## src/rtl/jtdd_vram_pkg.sv

```systemverilog
// Shared definitions for the JTDD video RAM arbiter: state encoding, slot masks and
// the default watchdog limit.
package jtdd_vram_pkg;

  typedef enum logic [1:0] {
    StIdle   = 2'd0,
    StCpuAcc = 2'd1,
    StVidAcc = 2'd2,
    StDone   = 2'd3
  } vram_state_e;

  localparam logic [5:0]  VID_SLOTS    = 6'b010101;
  localparam logic [5:0]  CPU_SLOTS    = 6'b101010;
  localparam int unsigned WD_LIMIT_DEF = 64;

endpackage

```

## src/rtl/jtdd_vram_wdog.sv

```systemverilog
// CPU starvation watchdog: counts CPU-eligible slots while a request is pending and
// pulses err once the count reaches LIMIT.
module jtdd_vram_wdog
  import jtdd_vram_pkg::*;
#(
  parameter int unsigned LIMIT = WD_LIMIT_DEF
) (
  input  logic clk,
  input  logic rst_n,
  input  logic tick,
  input  logic pending,
  input  logic ack,
  output logic err
);

  localparam int unsigned CW = $clog2(LIMIT + 1);

  logic [CW-1:0] cnt_q;

  always_ff @(posedge clk or negedge rst_n) begin
    if (!rst_n) begin
      cnt_q <= '0;
      err   <= 1'b0;
    end else begin
      err <= 1'b0;
      if (ack) begin
        cnt_q <= '0;
      end else if (tick && pending) begin
        if (cnt_q == CW'(LIMIT - 1)) begin
          cnt_q <= '0;
          err   <= 1'b1;
        end else begin
          cnt_q <= cnt_q + 1'b1;
        end
      end
    end
  end

endmodule

```

## src/rtl/jtdd_vram_arb.sv

```systemverilog
// Slot-based CPU/video arbiter for a synchronous VRAM. Optional watchdog enabled by
// defining JTDD_VRAM_WATCHDOG_EN.
module jtdd_vram_arb
  import jtdd_vram_pkg::*;
#(
  parameter int unsigned AW       = 13,
  parameter int unsigned DW       = 8,
  parameter int unsigned WD_LIMIT = WD_LIMIT_DEF
) (
  input  logic          clk,
  input  logic          rst_n,
  input  logic          pxl_cen,
  input  logic [5:0]    M,
  input  logic          HBL,
  input  logic          VBL,
  input  logic          cpu_req,
  input  logic          cpu_we,
  input  logic [AW-1:0] cpu_addr,
  input  logic [DW-1:0] cpu_wdata,
  output logic [DW-1:0] cpu_rdata,
  output logic          cpu_ack,
  output logic          cpu_wait,
  output logic          cpu_err,
  input  logic [AW-1:0] vid_addr,
  output logic [DW-1:0] vid_data,
  output logic          vid_valid,
  output logic [AW-1:0] ram_addr,
  output logic          ram_we,
  output logic [DW-1:0] ram_wdata,
  input  logic [DW-1:0] ram_rdata
);

  vram_state_e state_q;
  logic        acc_cpu_q;
  logic        acc_wr_q;

  logic slot_ev, vid_slot, cpu_slot, blank, cpu_elig, cpu_block;

  // Hook held low in normal operation; lets a bench starve the CPU of grants.
  assign cpu_block = 1'b0;

  assign slot_ev  = pxl_cen && (M != 6'd0);
  assign vid_slot = |(M & VID_SLOTS);
  assign cpu_slot = |(M & CPU_SLOTS);
  assign blank    = HBL || VBL;
  assign cpu_elig = cpu_slot || (vid_slot && blank);
  assign cpu_wait = cpu_req && !cpu_ack;

  always_ff @(posedge clk or negedge rst_n) begin
    if (!rst_n) begin
      state_q   <= StIdle;
      acc_cpu_q <= 1'b0;
      acc_wr_q  <= 1'b0;
      ram_addr  <= '0;
      ram_we    <= 1'b0;
      ram_wdata <= '0;
      cpu_rdata <= '0;
      cpu_ack   <= 1'b0;
      vid_data  <= '0;
      vid_valid <= 1'b0;
    end else begin
      ram_we    <= 1'b0;
      cpu_ack   <= 1'b0;
      vid_valid <= 1'b0;
      unique case (state_q)
        StIdle: begin
          if (slot_ev) begin
            if (vid_slot && !blank) begin
              state_q   <= StVidAcc;
              ram_addr  <= vid_addr;
              acc_cpu_q <= 1'b0;
              acc_wr_q  <= 1'b0;
            end else if (cpu_elig && cpu_req && !cpu_ack && !cpu_block) begin
              // cpu_ack masks the still-high request of the access just finished
              state_q   <= StCpuAcc;
              ram_addr  <= cpu_addr;
              ram_we    <= cpu_we;
              ram_wdata <= cpu_wdata;
              acc_cpu_q <= 1'b1;
              acc_wr_q  <= cpu_we;
            end
          end
        end
        StCpuAcc, StVidAcc: state_q <= StDone;
        StDone: begin
          state_q <= StIdle;
          if (acc_cpu_q) begin
            cpu_ack <= 1'b1;
            if (!acc_wr_q) cpu_rdata <= ram_rdata;
          end else begin
            vid_valid <= 1'b1;
            vid_data  <= ram_rdata;
          end
        end
        default: state_q <= StIdle;
      endcase
    end
  end

`ifdef JTDD_VRAM_WATCHDOG_EN
  jtdd_vram_wdog #(
    .LIMIT (WD_LIMIT)
  ) u_wdog (
    .clk     (clk),
    .rst_n   (rst_n),
    .tick    (slot_ev && cpu_elig),
    .pending (cpu_wait),
    .ack     (cpu_ack),
    .err     (cpu_err)
  );
`else
  assign cpu_err = 1'b0;
`endif

endmodule
```

## config.mk

```make
export PLATFORM = sky130hd
export DESIGN_NAME = jtdd_vram_arb
export DESIGN_NICKNAME = d
export VERILOG_FILES = /design/src/rtl/jtdd_vram_pkg.sv /design/src/rtl/jtdd_vram_wdog.sv /design/src/rtl/jtdd_vram_arb.sv
export SDC_FILE = /design/constraint.sdc
export NUM_CORES = 1
export LEC_CHECK = 0
export ABC_AREA = 1
export CELL_PAD_IN_SITES_DETAIL_PLACEMENT = 2
export CELL_PAD_IN_SITES_GLOBAL_PLACEMENT = 2
export CORE_ASPECT_RATIO = 0.75
export CORE_MARGIN = 2
export CORE_UTILIZATION = 23
export CTS_BUF_LIST = sky130_fd_sc_hd__clkbuf_4 sky130_fd_sc_hd__clkbuf_8
export DETAILED_ROUTE_END_ITERATION = 8
export GPL_TIMING_DRIVEN = 0
export PLACE_DENSITY = 0.91
export REMOVE_ABC_BUFFERS = 1
export SLEW_MARGIN = 15
export SYNTH_ARGS = -nofsm -noshare
export SYNTH_HDL_FRONTEND = slang
export SYNTH_SLANG_ARGS = --single-unit
```

## constraint.sdc

```tcl
create_clock -name clk -period 1.55 [get_ports clk]
set_input_delay 0.155 -clock clk [delete_from_list [all_inputs] [get_ports clk]]
set_output_delay 0.155 -clock clk [all_outputs]
set_load 0.01 [all_outputs]
```

==> flow_summary.yaml <==
global_routing:
  track_usage_pct: 15.57
  grt_pass1_wl_um: 12200
  grt_max_degree: 24
  grt_pass1_vias: 2341
  gr-total-overflow: 0
  antenna_found_initial: 0
power_and_ir_drop:
  p_leak_uw: 0.001626
  power.switching_uw: 2062
  intPower_uw: 3541
  swShare_pct: 36.81
  p_comb_share_pct: 47.8
  powerDensity_nw_per_um2: 1672
  irDropWorstVdd_uv: 555.4
  clockPowerShare_pct: 16.7
  power_frac_seq_pct: 35.5
clock_tree:
  cts_tree: "done"
  cts_max_level: 2
  cts_made_buffers: 5
  path_clk_slew_ns: 0.10
  cts.sinks: 44
  cts_buffer_depth: 2
  clk_latency_ns: 0.30
  root_buffer: "clkbuf_8"
synthesis:
  synth_top_area_share_pct: 52.51
  syn_inst: 252
  ys_seq_area_share_pct: 52.51
  syn_area_per_cell_um2: 8.321
  yosysWarnings: 0
  ys_ff_latch: 44
  synth_area_leader_cell: "dfrtp_1"
  synth_area_leaders: "dfrtp_1, nand2_1, nand3_1"
  syn-cell-area_um2: 2097
  synth.distinct_cells: 23
floorplanning:
  dieWidth_um: 114.3
  dieArea_um2: 9905
  io_pins: 97
  die-height_um: 86.69
  start_util_pct: 23.38
  core_area_um2: 8971
  rows: 30
setup_path:
  crit_arrival_ns: 1.63
  crit_type: "in2reg"
  crit_path_max_fanout: 16
  end_kind: "flop"
  cp.required_ns: 1.73
  startpoint_type: "primary input"
  critical_path.startpoint: "HBL"
  reg2reg_from: "state_q[0]"
run_status:
  status: "complete, no violations"
detailed_routing:
  drc: 0
  drt_wl_total_um: 7397
  first_iter_violations: 74
  ant_nets: 0
  vias_per_cell: 4.537
  vias: 2105
  drt-pass1-iter-count: 4
  wl_per_cell_um: 15.94
sta:
  fmax_ghz: 0.6898
  finalHoldViolCount: 0
  maxSlewViolCount: 0
  post-route-period-util_pct: 93.53
  tightest_slew_ns: 0.5324
  finalSetupViolCount: 0
  rsz0062_at_grt: "false"
  finalCriticalPeriod_ns: 1.450
  relSlewSlack_pct: 64.51
  fin_skew_ns: 0.01315
  worst_slack_ns: 0.1004
placed_design:
  place_ws_ns: -0.5667
  gp_congestion: 0.7506
  dp_hpwl_um: 5417
  port_buffers: 95
  place_area_um2: 3136
finish:
  postLayoutCellArea_um2: 3352
  area_delta_synth_final_pct: 59.84
  drive_gt1_share_pct: 9.659
  antenna_cells: 0
  final_common_cell: "nand2_1"
  final_cell_mix: "nand2_1, clkdlybuf4s50_1, dfrtp_1"
  nets: 409
  num-fill-cells: 1022
job:
  drv_cap: 0
hold_path:
  hold_path_class: "in2async"
## per-stage QoR
| stage | util (%) | setup TNS, ns | cells | power [uW] | hold slack (ns) |
|---|---|---|---|---|---|
| final | 37.36 | 0 | 464 | 5603 | 0.3631 |
| after CTS | 37.24 | 0 | 464 | 5683 | 0.3814 |
| after global placement | 34.78 | -52.04 | 447 | 4404 | 0.4528 |
| after detailed placement | 34.95 | -13.09 | 448 | 4572 | 0.1719 |
| after global routing | 37.36 | 0 | 464 | 6042 | 0.4106 |
| after floorplan | - | 0 | 240 | 3048 | -0.1406 |
## metal layers
metal / vias up / global-route usage (%) / routed length [um]
li1: 1006 / - / -
met1: 1042 / 19.54 / 3236
met2: 53 / 28.19 / 3806
met3: 4 / 3.497 / 312
met4: 0 / 2.106 / 42
met5: - / 0 / 0
## layout make-up
type / count / area, um2 / share of cell area, %
sequential: 44 / 1101 / 32.85
timing repair buffer: 104 / 1027 / 30.65
multi-input combinational: 176 / 893.4 / 26.65
tap: 112 / 140.1 / 4.181
inverter: 20 / 75.07 / 2.240
clock buffer: 5 / 68.82 / 2.053
clock inverter: 3 / 46.29 / 1.381
## critical path, stage by stage
cell             delay (ns)
clkdlybuf4s50_1        0.45
nor2_4                 0.26
nand2_8                0.17
nand2_8                0.18
nand3_4                0.21
nand2_1                0.12
nand2_1                0.07
## cell usage after synthesis
cell,instances
or2_1,1
conb_1,1
nor2_4,1
inv_1,18
nor2_1,7
clkbuf_1,2
inv_2,2
dfrtp_1,44
nand4_1,13
nand3_4,1
buf_2,6
o21ai_1,9
nand2_1,96
nand3_2,1
nand3_1,26
nor2_8,1
o21ai_0,9
buf_6,1
nand2_4,3
buf_1,1
nand2_2,4
ha_1,3
buf_4,2
## logic make-up (layout without fill, tap and decap cells)
family	Yosys count	after routing	synth area share, %
AO/OA/AOI/OAI	18	18	4.296
adder cells (fa/ha/maj)	3	3	1.790
buffers and inverters	32	132	6.802
flip-flops	44	44	52.51
other	1	1	0.1788
AND/OR/NAND/NOR	154	154	34.43
## state kept, by name (all words and copies together) (netlist names)
register   count
ram_addr      13
cpu_rdata      8
ram_wdata      8
vid_data       8
state_q        2
acc_cpu_q      1
acc_wr_q       1
cpu_ack        1
ram_we         1
vid_valid      1
## timing repair
item	CTS	global route
setup endpoints to repair	27	25
hold buffers	1	0
pin swaps	5	0
setup buffers	7	0
hold endpoints to repair	21	0
gates resized for setup	6	3
## final timing paths
| check | end | slack, ns | cells past startpoint |
|---|---|---|---|
| max | ram_addr[0] | 0.10 | 7 |
| min | ram_addr[4] | 0.36 | 2 |
| max reg2reg | cpu_rdata[1] | 0.17 | 5 |
| min reg2reg | acc_wr_q | 0.47 | 2 |
| max in group asynchronous | ram_wdata[1] | 0.66 | 3 |
| min in group clk | ram_wdata[6] | 0.41 | 3 |
## power groups by stage
| stage | clock (uW) | sequential, uW | combinational [uW] |
|---|---|---|---|
| 6_report | 935 | 1990 | 2680 |
| 5_1_grt | 1010 | 2060 | 2970 |
| 4_1_cts | 959 | 2000 | 2730 |
| 3_5_place_dp | 0 | 2010 | 2560 |
| 3_3_place_gp | 0 | 1970 | 2430 |
| 2_1_floorplan | 0 | 2180 | 863 |
No activity file was read; power rests on OpenSTA's default activity.
